`config.mk`:
```
export PLATFORM = sky130hd
export DESIGN_NAME = swap_datapath
export DESIGN_NICKNAME = d
export VERILOG_FILES = /design/src/rtl/swap_datapath.sv
export SDC_FILE = /design/constraint.sdc
export NUM_CORES = 1
export LEC_CHECK = 0
export ABC_AREA = 1
export BUFFER_PORTS_ARGS = -buffer_cell sky130_fd_sc_hd__clkbuf_2
export CORE_MARGIN = 2
export CORE_UTILIZATION = 40
export CTS_CLUSTER_SIZE = 14
export DETAILED_ROUTE_END_ITERATION = 8
export MAX_ROUTING_LAYER = met4
export PLACE_DENSITY = 0.65
export SLEW_MARGIN = 20
export SYNTH_ARGS = -nofsm -noshare
export SYNTH_HDL_FRONTEND = slang
export SYNTH_SLANG_ARGS = --single-unit
```
`constraint.sdc`:
```
create_clock -name ck -period 2 [get_ports ck]
set_clock_uncertainty 0.05 [all_clocks]
set_input_delay 0.3 -clock ck [delete_from_list [all_inputs] [get_ports ck]]
set_output_delay 0.3 -clock ck [all_outputs]
set_load 0.01 [all_outputs]
```
`src/rtl/swap_datapath.sv`:
```
// Three-register datapath on a shared bus, driven by the swap controller's
// load/drive enables, with an external seeding port and a swap-sequence tracker.
module swap_datapath #(
   parameter int WIDTH = 8
) (
   input  logic             ck,
   input  logic             rst,
   input  logic             c1,
   input  logic             c2,
   input  logic             c3,
   input  logic             h1,
   input  logic             h2,
   input  logic             h3,
   input  logic             done,
   input  logic             ld_en,
   input  logic [1:0]       ld_sel,
   input  logic [WIDTH-1:0] ld_data,
   output logic [WIDTH-1:0] r1,
   output logic [WIDTH-1:0] r2,
   output logic [WIDTH-1:0] r3,
   output logic [WIDTH-1:0] bus,
   output logic             bus_err,
   output logic             ld_ack,
   output logic             ld_rej,
   output logic             swap_done,
   output logic             swap_ok,
   output logic             seq_err,
   output logic [7:0]       swap_cnt
);

   typedef enum logic [1:0] {T_IDLE, T_B, T_C} trk_t;

   trk_t             trk_q, trk_d;
   logic [WIDTH-1:0] r1_q, r1_d, r2_q, r2_d, r3_q, r3_d;
   logic [WIDTH-1:0] s1_q, s1_d, s2_q, s2_d;
   logic [7:0]       swap_cnt_q, swap_cnt_d;
   logic             swap_ok_q, swap_ok_d;
   logic             swap_done_q, swap_done_d;
   logic             seq_err_q, seq_err_d;
   logic             ld_ack_q, ld_ack_d;
   logic             ld_rej_q, ld_rej_d;

   logic [2:0] cv, hv;
   logic       any_ctl, ld_ok, op_b, op_c, op_d;

   always_comb begin
      cv      = {c3, c2, c1};
      hv      = {h3, h2, h1};
      any_ctl = |{cv, hv};
      bus_err = (hv & (hv - 3'd1)) != 3'd0;
      case (hv)
         3'b001:  bus = r1_q;
         3'b010:  bus = r2_q;
         3'b100:  bus = r3_q;
         default: bus = '0;
      endcase
      op_b  = (cv == 3'b100) && (hv == 3'b010);
      op_c  = (cv == 3'b010) && (hv == 3'b001);
      op_d  = (cv == 3'b001) && (hv == 3'b100);
      ld_ok = ld_en && done && !any_ctl && (ld_sel != 2'd0);
   end

   // Register file: bus loads are blocked on contention; external loads only when no c/h is active
   always_comb begin
      r1_d     = r1_q;
      r2_d     = r2_q;
      r3_d     = r3_q;
      ld_ack_d = ld_ok;
      ld_rej_d = ld_en && !ld_ok;
      if (!bus_err) begin
         if (c1) r1_d = bus;
         if (c2) r2_d = bus;
         if (c3) r3_d = bus;
      end
      if (ld_ok) begin
         case (ld_sel)
            2'd1:    r1_d = ld_data;
            2'd2:    r2_d = ld_data;
            2'd3:    r3_d = ld_data;
            default: ;
         endcase
      end
   end

   always_comb begin
      trk_d       = trk_q;
      s1_d        = s1_q;
      s2_d        = s2_q;
      swap_cnt_d  = swap_cnt_q;
      swap_ok_d   = swap_ok_q;
      swap_done_d = 1'b0;
      seq_err_d   = 1'b0;
      case (trk_q)
         T_IDLE: begin
            if (op_b) begin
               trk_d = T_B;
               s1_d  = r1_q;
               s2_d  = r2_q;
            end else if (any_ctl) begin
               seq_err_d = 1'b1;
            end
         end
         T_B: begin
            if (op_c && !done) begin
               trk_d = T_C;
            end else begin
               trk_d     = T_IDLE;
               seq_err_d = 1'b1;
            end
         end
         T_C: begin
            trk_d = T_IDLE;
            if (op_d) begin
               swap_done_d = 1'b1;
               swap_cnt_d  = swap_cnt_q + 8'd1;
               // Verify against the values the registers take at this edge
               swap_ok_d   = (r1_d == s2_q) && (r2_d == s1_q);
            end else begin
               seq_err_d = 1'b1;
            end
         end
         default: trk_d = T_IDLE;
      endcase
   end

   always_ff @(posedge ck) begin
      if (rst) begin
         trk_q       <= T_IDLE;
         r1_q        <= '0;
         r2_q        <= '0;
         r3_q        <= '0;
         s1_q        <= '0;
         s2_q        <= '0;
         swap_cnt_q  <= 8'd0;
         swap_ok_q   <= 1'b0;
         swap_done_q <= 1'b0;
         seq_err_q   <= 1'b0;
         ld_ack_q    <= 1'b0;
         ld_rej_q    <= 1'b0;
      end else begin
         trk_q       <= trk_d;
         r1_q        <= r1_d;
         r2_q        <= r2_d;
         r3_q        <= r3_d;
         s1_q        <= s1_d;
         s2_q        <= s2_d;
         swap_cnt_q  <= swap_cnt_d;
         swap_ok_q   <= swap_ok_d;
         swap_done_q <= swap_done_d;
         seq_err_q   <= seq_err_d;
         ld_ack_q    <= ld_ack_d;
         ld_rej_q    <= ld_rej_d;
      end
   end

   assign r1        = r1_q;
   assign r2        = r2_q;
   assign r3        = r3_q;
   assign swap_cnt  = swap_cnt_q;
   assign swap_ok   = swap_ok_q;
   assign swap_done = swap_done_q;
   assign seq_err   = seq_err_q;
   assign ld_ack    = ld_ack_q;
   assign ld_rej    = ld_rej_q;

endmodule

```
==> After elaboration in Yosys (flattened, before gate mapping) <==
Cells that the tools add are included.
Widths: inputs -> output; s select.
{ "classes": {"mux": 22, "reduce_logical": 19, "n_eq_ne": 14, "bitwise": 2, "add_sub_neg": 2} }
{ "ops": {"columns": ["cell", "n"], "rows": [
  ["$mux 8", 12],
  ["$pmux 8 s3", 1],
  ["$eq 8x8->1", 2],
  ["$logic_and 1x1->1", 9],
  ["$add 8x1->8 const B", 1],
  ["$eq 2x2->1 const B", 3],
  ["$eq 3x1->1 const B", 2],
  ["$eq 3x2->1 const B", 2],
  ["$eq 3x3->1 const B", 2],
  ["$reduce_or 6->1", 1],
  ["$mux 1", 5],
  ["$eq 2x1->1 const B", 2],
  ["$mux 2", 2],
  ["$pmux 2 s2", 1],
  ["$reduce_and 2->1", 2],
  ["$and 3x3->3", 1],
  ["$logic_not 1->1", 3],
  ["$pmux 1 s3", 1],
  ["$reduce_bool 3->1", 1],
  ["$sub 3x1->3 const B", 1],
  ["$logic_not 2->1", 1],
  ["$ne 2x2->1 const B", 1],
  ["$reduce_bool 2->1", 1],
  ["$reduce_or 2->1", 1],
  ["$not 1->1", 1]
]} }
{ "totals": {"register_bits": 55, "wordCells": 71} }

==> Depth between registers and ports, before layout <==
{ "depth": {"depth_word": 8, "mapped_depth": 15, "depth_no_buf": 15} }

==> Worst setup path before layout <==
Ideal clock, no wire load.
{ "synth_timing": {"path_type": "input to register", "startpoint": "in ld_sel[1]", "endpoint": "reg swap_ok_q (netlist: swap_ok)", "t_arrival_ns": 1.563, "cell_stages": 13, "required_time_ns": 1.883, "slack_ns": 0.320, "cell_sequence": "buf_2 > inv_1 > a21oi_1 > nand3_2 > inv_2 > nand2_1 > nand3_1 > nand2_1 > nor2_1 > nand2_1 > nor2_2 > nand3_2 > a21oi_2"} }
{ "synth_between": {"elab_chain_len": 5} }
{ "synth_rtl": {"columns": ["item", "line", "rtl"], "rows": [
  ["start: declaration", "16", "input logic [1:0] ld_sel,"],
  ["$eq 2x1->1, or another cell as far along", "76", "case (ld_sel)"],
  ["$mux 8 / $logic_and 1x1->1 (equally long branches)", "76, 60", null],
  ["$mux 8", "75", "if (ld_ok) begin"],
  ["$eq 8x8->1", "117", "swap_ok_d = (r1_d == s2_q) && (r2_d == s1_q);"],
  ["$logic_and 1x1->1 (*)", "117", null],
  ["end signal: assignment", "148", "swap_ok_q <= swap_ok_d;"],
  ["end: declaration", "37", "logic swap_ok_q, swap_ok_d;"]
]} }
Mark *: on every way between the ends. The rest lies on a longest branch, timed or not.
A chain may end at the register's enable or synchronous reset.

==> Final worst setup path <==
{ "layout_timing": {"startpoint": "in h3", "endpoint": "reg swap_ok_q (netlist: swap_ok)"} }
{ "layout_between": {"elab_chain_len": 8} }
{ "layout_rtl": {"columns": ["item", "line", "rtl"], "rows": [
  ["start: declaration", "13", "input logic h3,"],
  ["$sub 3x1->3, or another cell as far along", "50", "bus_err = (hv & (hv - 3'd1)) != 3'd0;"],
  ["$and 3x3->3 / $pmux 8 s3 (equally long branches)", "50, 51", null],
  ["$reduce_bool 3->1, or another cell as far along", "50", null],
  ["$mux 8", "70", "if (!bus_err) begin"],
  ["$mux 8", "76", null],
  ["$mux 8", "75", null],
  ["$eq 8x8->1", "117", null],
  ["$logic_and 1x1->1", "117", null]
]} }
Several ways; a longest one is shown, not always the timed one.

==> run_results.csv <==
group,metric,value,unit
run_status,outcome,"completed",
floorplanning,start_util,0.411,
clocking,h-tree-depth,2,
worst_setup_path,critPathMaxFanout,7,
yosys,synth_cell_types,34,
global_route,antenna_found_initial,0,
worst_setup_path,rrSetupSlack,320,ps
detailed_routing,wl_per_cell,15.8,µm
power_and_ir_drop,p_leak,0.00203,µW
worst_setup_path,reg2reg_to,"swap_ok$_SDFFE_PP0P_",
yosys,synth.yosys.seq_area_share,0.348,
global_route,first_global_vias,3550,
placement,routabilityCongestion,1.01,
yosys,synth_nets,496,
detailed_routing,first_iter_violations,279,
detailed_routing,drt_wl_total,11000,µm
detailed_routing,ant_nets,0,
yosys,synth_enable_flop_cells,0,
detailed_routing,dr.pass1.iters,5,
cells_and_area,final_cells,698,
global_route,gr-total-overflow,0,
detailed_routing,route.detailed.drc,0,
run,cap_violations,0,
yosys,async_flop_share,0,
placement,dpl_cell_area,4030,µm²
floorplanning,coreArea,7690,µm²
worst_hold_path,hp-start,"ld_en",
cells_and_area,final_common_cell,"nand2_1",
worst_hold_path,hp-class,"in -> reg",
global_route,grt_pass1_wl,17800,µm
yosys,ys_ff_latch,55,
clocking,insertion_delay,320,ps
timing,fin_crit_sh,0.928,
floorplanning,dieArea,8640,µm²
worst_setup_path,regToRegStartpoint,"r1[6]$_SDFF_PP0_",
clocking,post_cts_buffers,0,
timing,hold_viol,0,
clocking,cts-root-buf,"clkbuf_8",
clocking,clk_path_buf_depth,2,
yosys,synth.cell_area,3160,µm²
worst_setup_path,required,2220,ps
worst_hold_path,hold_depth,3,
timing,worstMarginPinSlew,400,ps
placement,portBuffers,65,
floorplanning,die_h,92.9,µm
power_and_ir_drop,ir_drop,0.285,mV
clocking,clk_pin_slew,110,ps
cells_and_area,mostFrequentLayoutCells,"nand2_1 (123), clkbuf_2 (65), buf_4 (65), nand3_1 (62), dfxtp_1 (55)",
yosys,synth_warnings,0,
timing,max_freq,539,MHz
placement,placed_cells,690,
timing,rsz0062_at_grt,"false",
detailed_routing,via_per_inst,5.32,
yosys,syn_inst,475,
power_and_ir_drop,pwr_density_cell,567,nW/µm²
cells_and_area,seq_area,1100,µm²
cells_and_area,fin_area,4190,µm²
clocking,cts_tree,"done",
worst_setup_path,start_kind,"input port",
placement,hpwl,8490,µm
worst_hold_path,hold-path-endpoint,"ld_rej$_SDFF_PP0_",
cells_and_area,fillers,788,
worst_setup_path,crit_path_end_kind,"flip-flop",
global_route,grt_max_degree,25,
yosys,avgSynthCellArea,6.66,µm²
cells_and_area,multi_input_area,1770,µm²
timing,worst_hold_slack,145,ps
worst_setup_path,reg2reg_depth,12,
floorplanning,die_w,92.9,µm
timing,layout_min_cycle_time,1860,ps
timing,setup_viol,0,
detailed_routing,via_count,3714,
cells_and_area,final_layout_size_suffix_gt1_frac,0.300,
floorplanning,pin_count,66,
worst_setup_path,crit_type,"in -> reg",
clocking,cts-buffers-inserted,5,
timing,slew_headroom,0.733,
cells_and_area,final_nets,616,
worst_setup_path,crit_arrival,2070,ps
global_route,track_usage,0.273,
timing,slew_viol_final,0,
floorplanning,rows,32,
clocking,cts_num_sinks,55,
timing,finalSetupTns,0,ps
cells_and_area,diodes,0,
yosys,ys.flop_type,"dfxtp_1",
cells_and_area,area_growth,32.4,%
## state kept, by name (all words and copies together), names as in the netlist
name	cells
ld_rej	1
swap_cnt	8
swap_done	1
s1_q	8
swap_ok	1
ld_ack	1
r1	8
s2_q	8
r3	8
seq_err	1
r2	8
trk_q	2
## critical path: stages
cell and delay [ps]:
clkbuf_2 130, buf_12 150, nand2_1 70, nand2_2 80
buf_4 140, a21boi_2 140, buf_4 200, nand2_1 80
nand3_2 80, nand2_1 60, nand2_1 100, nand2_1 60
nor2_1 100, nand2_1 70, nor2_2 100, nand3_2 70
a21oi_2 110
## synth_stat cells (all sizes together), types with 8 or more instances
cell / count / area [µm²]
a21oi: 27 / 143
a31oi: 8 / 50.1
buf: 10 / 78.8
clkbuf: 9 / 33.8
dfxtp: 55 / 1100
inv: 52 / 195
nand2: 128 / 493
nand3: 75 / 440
nand4: 10 / 75.1
nor2: 51 / 240
nor3: 8 / 67.6
o21ai: 30 / 150
## report_power, final
group          leakage [µW]  internal, µW  total [µW]  switching (µW)
clock             0.0000703           509         925             416
combinational       0.00152           127         327             201
sequential         0.000445          1110        1120            13.2
total               0.00203          1740        2370             630
## worst max path at each step
stage	start	end	slack (ps)
2_1_floorplan	ld_sel[1]	swap_ok$_SDFFE_PP0P_	320
3_3_place_gp	h3	swap_ok$_SDFFE_PP0P_	-220
3_5_place_dp	h3	swap_ok$_SDFFE_PP0P_	-190
4_1_cts	h3	swap_ok$_SDFFE_PP0P_	140
5_1_grt	h3	swap_ok$_SDFFE_PP0P_	10
6_report	h3	swap_ok$_SDFFE_PP0P_	140
## metrics by stage
stage | total power [µW] | utilization | setup WS (ps)
after floorplan | 1310 | - | 320
after global placement | 1460 | 0.524 | -218
after detailed placement | 1470 | 0.524 | -191
after CTS | 2380 | 0.543 | 136
after global routing | 2470 | 0.545 | 12.7
final | 2370 | 0.545 | 145
## routing by layer
metal | track usage | up-vias | routed length, µm
met5 | - | - | 0
met4 | 0.108 | 0 | 302
met3 | 0.0415 | 23 | 713
met2 | 0.434 | 152 | 5230
met1 | 0.348 | 1741 | 4790
li1 | - | 1798 | -
## area by class of cell
class                   instances  area share
clock buffers                   5      0.0164
flip-flops and latches         55       0.263
inverters                      53      0.0475
multi-input cells             348       0.422
clock inverters                 3      0.0170
well taps                     102      0.0305
repair buffers                132       0.204
## logic make-up after synthesis
kind of cell               share of synthesized area
buffers and inverters                         0.0985
DFF                                            0.348
and+or+nand+nor                                0.425
AOI/OAI and AO/OA                              0.124
adders and majority gates                    0.00396
## what timing repair did
item / in CTS / in global routing
endpoints found under the setup margin: 0 / 1
hold buffers: 0 / 0
gates resized for setup: 0 / 2
(Power assumes the default switching activity.)
